**src/rtl/round_key_pipe.sv**
```systemverilog
// round_key_pipe
//
// Mixes each accepted state block with a round key (plain XOR) and carries
// the result through a valid/ready register pipeline of STAGES stages. Every
// result is tagged with a 4-bit round number taken from a counter that counts
// accepted beats and wraps from NR back to 0.
//
// Parameters:
//   WORDS  - 32-bit words per block (4, 6 or 8); block width W = 32*WORDS
//   STAGES - number of pipeline register stages (1..4)
//   NR     - last round index (1..15)
//
// Ports:
//   clk        clock, all state changes on its rising edge
//   rst        synchronous reset, active low
//   in_valid   input block present
//   in_ready   pipeline can take an input beat this cycle
//   data       state block (W bits)
//   key_load   load key into the key register this cycle
//   key        round key (W bits)
//   out_valid  out carries a valid result
//   out_ready  downstream accepts the result
//   out        data XOR effective key
//   out_round  round tag of the result on out
//   out_last   out_round equals NR
module round_key_pipe #(
    parameter int WORDS  = 4,
    parameter int STAGES = 2,
    parameter int NR     = 10
) (
    input  logic                  clk,
    input  logic                  rst,
    input  logic                  in_valid,
    output logic                  in_ready,
    input  logic [32*WORDS-1:0]   data,
    input  logic                  key_load,
    input  logic [32*WORDS-1:0]   key,
    output logic                  out_valid,
    input  logic                  out_ready,
    output logic [32*WORDS-1:0]   out,
    output logic [3:0]            out_round,
    output logic                  out_last
);

    localparam int         W      = 32 * WORDS;
    localparam logic [3:0] NR_TAG = 4'(NR);

    logic [W-1:0]               key_reg;
    logic [3:0]                 round_reg;
    logic [3:0]                 round_next;
    logic                       accept;
    logic [W-1:0]               eff_key;

    logic [STAGES-1:0]          valid_reg;
    logic [STAGES-1:0][W-1:0]   data_reg;
    logic [STAGES-1:0][3:0]     tag_reg;

    // What each stage would load if it is allowed to advance this cycle.
    logic [STAGES-1:0]          valid_in;
    logic [STAGES-1:0][W-1:0]   data_in;
    logic [STAGES-1:0][3:0]     tag_in;

    // load_ok[i]: stage i may take new contents this cycle (it is empty or
    // its contents move on). load_ok[STAGES] stands for the downstream sink.
    logic [STAGES:0]            load_ok;

    always_comb begin
        load_ok         = '0;
        load_ok[STAGES] = out_ready;
        for (int i = STAGES - 1; i >= 0; i--) begin
            load_ok[i] = !valid_reg[i] || load_ok[i+1];
        end
    end

    assign in_ready   = load_ok[0];
    assign accept     = in_valid && in_ready;
    // Same-cycle key_load bypasses the key register for the beat being taken.
    assign eff_key    = key_load ? key : key_reg;
    assign round_next = (round_reg == NR_TAG) ? 4'd0 : round_reg + 4'd1;

    generate
        for (genvar gi = 0; gi < STAGES; gi++) begin : g_stage_in
            if (gi == 0) begin : g_head
                assign valid_in[gi] = accept;
                assign data_in[gi]  = data ^ eff_key;
                assign tag_in[gi]   = round_reg;
            end else begin : g_body
                assign valid_in[gi] = valid_reg[gi-1];
                assign data_in[gi]  = data_reg[gi-1];
                assign tag_in[gi]   = tag_reg[gi-1];
            end
        end
    endgenerate

    always_ff @(posedge clk) begin
        if (!rst) begin
            valid_reg <= '0;
            data_reg  <= '0;
            tag_reg   <= '0;
            key_reg   <= '0;
            round_reg <= '0;
        end else begin
            if (key_load) begin
                key_reg <= key;
            end
            if (accept) begin
                round_reg <= round_next;
            end
            for (int i = 0; i < STAGES; i++) begin
                if (load_ok[i]) begin
                    valid_reg[i] <= valid_in[i];
                    // Payload only moves with a real beat, so an idle stage
                    // keeps its last contents instead of picking up garbage.
                    if (valid_in[i]) begin
                        data_reg[i] <= data_in[i];
                        tag_reg[i]  <= tag_in[i];
                    end
                end
            end
        end
    end

    assign out_valid = valid_reg[STAGES-1];
    assign out       = data_reg[STAGES-1];
    assign out_round = tag_reg[STAGES-1];
    assign out_last  = (out_round == NR_TAG);

endmodule
```
**config.mk**
```make
export PLATFORM = sky130hd
export DESIGN_NAME = round_key_pipe
export DESIGN_NICKNAME = d
export VERILOG_FILES = /design/src/rtl/round_key_pipe.sv
export SDC_FILE = /design/constraint.sdc
export NUM_CORES = 1
export LEC_CHECK = 0
export BUFFER_PORTS_ARGS = -buffer_cell sky130_fd_sc_hd__buf_2
export CAP_MARGIN = 20
export CORE_MARGIN = 2
export CORE_UTILIZATION = 45
export CTS_BUF_LIST = sky130_fd_sc_hd__clkbuf_4 sky130_fd_sc_hd__clkbuf_8
export DETAILED_ROUTE_END_ITERATION = 16
export GPL_TIMING_DRIVEN = 0
export PLACE_DENSITY = 0.73
export SETUP_SLACK_MARGIN = 0.2
export SLEW_MARGIN = 20
export SYNTH_ARGS = -nofsm -noshare
export SYNTH_HDL_FRONTEND = slang
export SYNTH_SLANG_ARGS = --single-unit
```
**constraint.sdc**
```tcl
create_clock -name clk -period 4.4 [get_ports clk]
set_clock_uncertainty 0.15 [all_clocks]
set_input_delay 0.44 -clock clk [delete_from_list [all_inputs] [get_ports clk]]
set_output_delay 0.44 -clock clk [all_outputs]
set_load 0.05 [all_outputs]
```
==> results.md <==
- Number of buffers inserted by post-CTS setup repair: 0
- Mapped Nets: 1740
- Required time at the endpoint of the critical path: 4670 ps
- WP data arrival: 2810 ps
- Hold violation total from the final report: 0
- Static Leak: 8.740 nW
- Slowest Stage Delay on Critical Path: 780 ps
- DR DRC count: 0
- Met1 Wirelength: 18070 um
- Kind of capture point of the worst setup path: register
- Class of the most critical hold timing path: in -> reg
- Vias in the first global route: 13180
- Post-synthesis sequential area ratio: 0.5379
- Die area: 0.03438 mm^2
- Overflow after GRT: 0
- Largest net degree at the start of global routing: 11
- Mean Syn Cell Area: 10.01 um^2
- Worst max-slew margin expressed relative to the limit: 0.3295
- CTS Sinks: 398
- Kind of start point of the critical path: input pin
- Chain of cells forming the critical path: dlygate4sd3_1, buf_2, inv_2, clkbuf_1, buf_1, nor2_1
- Area after detailed placement: 0.01733 mm^2
- Fin Hold WS: 43.64 ps
- Number of routed nets with antenna violations: 0
- Core Rows: 66
- Post-CTS sizing: 0
- CTS clock-pin slew for the worst setup and hold paths: 50 ps
- Number of storage elements in the synthesis netlist: 398
- Util after Layout: 0.6172
- Slew at the pin with the worst max-slew slack: 1006 ps
- Critical-path top delay cell: sky130_fd_sc_hd__clkbuf_1
- Worst setup slack for register-to-register paths: 2210 ps
- Final estimated routing congestion in global placement: 0.7996
- Worst reg2reg path depth: 5
- Final critical-path share of the clock period: 0.5778
- Die boundary height: 185.4 um
- Most frequent cells in the layout: 427 x sky130_fd_sc_hd__buf_2, 398 x sky130_fd_sc_hd__dfxtp_1, 140 x sky130_fd_sc_hd__a21oi_1, 138 x sky130_fd_sc_hd__nand3_1, 138 x sky130_fd_sc_hd__o21ai_0
- Worst-skew pair later-pin latency: 570 ps
- Max-slew violation count: 0
- Nets: 2325
- Family with the most delay on the worst path: buffers and inverters
- Synthesized netlist cell count: 1479
- R2R Path End: out[64]
- Number of CTS-inserted buffers: 68
- Status: complete, no violations
- Crit path kind: in -> reg
- Highest net fanout along the worst path: 10
- Highest Clock Rate: 393.3 MHz
- Num ports: 396
- Async set-reset flop share out of synthesis: 0
- Peak supply drop: 0.3545 mV
- Overall routed net length: 44480 um
- Synthesized cell area: 0.01481 mm^2
- EDFF count, synth: 0
- Most common cell after layout, fill and taps aside: sky130_fd_sc_hd__buf_2
- Clock tree from TritonCTS: done
- Most used DFF post-synth: sky130_fd_sc_hd__dfxtp_1
- Core Area: 0.03245 mm^2
- Pre-Repair DR Iteration Count: 5
- Startpoint of the worst-slack reg-to-reg timing path: valid_reg[0]
- Buffer cell driving the clock tree root: sky130_fd_sc_hd__clkbuf_8
- Setup TNS after final layout: 0 ps
- Pwr Density: 425.5 mW/mm^2
- CTS max path bufs: 3
- Total of max-cap violations: 0
- Finished layout cell area: 0.02003 mm^2
- Wire length of the first global-routing pass: 67480 um
- Met2 routed WL: 21410 um
- Worst Path Buf+Inv: 5
- Final critical delay including setup and external delays: 2542 ps
- Placed wire-length estimate: 30430 um
- Per-cell via count in the routed design: 5.136
- Starting DRT DRC Count: 689
- Initial core utilization: 0.4564
- Highest routed metal layer: met5
- Yosys Warn Count: 0
- CTS H-Tree Depth: 3
- Critical path launch point: rst
- Number of buffers inserted for hold repair after clock tree synthesis: 122
- CP endpoint: key_reg[96]
- Buffers added on ports: 393
- Vias after detailed routing: 13140
- Die X-Extent: 185.4 um
- Length of routed met3 wiring: 3092 um
- Area Growth Syn to Fin: 35.24%
- Total routing usage reported by global routing: 0.2485
- Number of setup violations in the final report: 0
- Routed WL per cell: 17.39 um
- WP depth: 6
- Antenna violations before repair: 5
- Number of distinct standard cells referenced by the synthesized netlist: 32
- RSZ-0062 raised after global routing: false
- Fraction of final layout cells with drive strength greater than 1: 0.2680
-- cells by family (layout without fill, tap and decap cells) --
| family | after synthesis | after routing | share of synthesized area |
|---|---|---|---|
| AOI/OAI and AO/OA | 412 | 412 | 0.1733 |
| xor gates and xnor gates | 128 | 128 | 0.07569 |
| buffers and inverters | 136 | 769 | 0.04156 |
| DFF | 398 | 398 | 0.5379 |
| muxes | 128 | 128 | 0.08650 |
| other | 0 | 4 | 0 |
| and+or+nand+nor | 277 | 277 | 0.08507 |
-- Yosys cell counts (2+ instances only) --
cell                         n  area share
sky130_fd_sc_hd__a22o_1    128       0.076
sky130_fd_sc_hd__nor2_1    128       0.032
sky130_fd_sc_hd__nand3_1   138       0.047
sky130_fd_sc_hd__buf_2      34       0.011
sky130_fd_sc_hd__inv_2       2     0.00051
sky130_fd_sc_hd__mux2i_1   128       0.087
sky130_fd_sc_hd__o21ai_0   138       0.047
sky130_fd_sc_hd__buf_4      14      0.0071
sky130_fd_sc_hd__nor2b_1     2     0.00084
sky130_fd_sc_hd__xnor2_1   128       0.076
sky130_fd_sc_hd__a21oi_1   140       0.047
sky130_fd_sc_hd__dfxtp_1   398        0.54
sky130_fd_sc_hd__buf_1       9      0.0023
sky130_fd_sc_hd__clkbuf_1   74       0.019
-- layer usage --
metal	vias to the layer above	global-route usage
met2	464	0.4213
met1	6162	0.2937
li1	6382	-
met4	4	0.1181
met5	-	0
met3	126	0.06292
-- worst register-to-register path: cells and delay by family (launching register included) --
family	cells	cell delay, ps
AO/OA/AOI/OAI	1	180
AND/OR/NAND/NOR	1	130
buffers and inverters	3	1350
flip-flops	1	300
-- cell type report --
cell class                      instances  area (um^2)
Buffer                                132        598.1
Clock inverter                         16        177.7
Tap cell                              442        553.0
Fill cell                            2650        12420
Antenna cell                            4        10.01
Sequential cell                       398         7968
Timing Repair Buffer                  515         3188
Inverter                                4        17.52
Clock buffer                          102         1291
Multi-Input combinational cell        945         6228
-- how the worst min path moves through the flow --
| stage | end | cells after the start | start | slack [ps] |
|---|---|---|---|---|
| after floorplan | out_round[3] | 2 | tag_in[7] | 290 |
| after global placement | out_round[3] | 2 | tag_in[7] | 300 |
| after detailed placement | out_round[3] | 2 | tag_in[7] | 310 |
| after CTS | data_in[143] | 3 | data[15] | 0.1 |
| after global routing | data_in[157] | 3 | data[29] | 30 |
| final | key_reg[36] | 3 | key[36] | 40 |
-- report_power, final --
group          switching (mW)  total, mW  internal (mW)  leakage, nW
Sequential             0.0939       3.91           3.81         3.26
Clock                    1.48       3.53           2.06        0.758
Combinational           0.611       1.08          0.470         4.72
Total                    2.18       8.52           6.34         8.74
-- through the flow --
stage,std cells,worst slack (ps),total power [mW]
after CTS,2554,1917,8.592
final,2558,1858,8.523
after detailed placement,2314,1877,4.965
after global routing,2556,1805,8.858
after global placement,2314,1900,4.939
after floorplan,1479,1574,4.617
(Power assumes the default switching activity.)
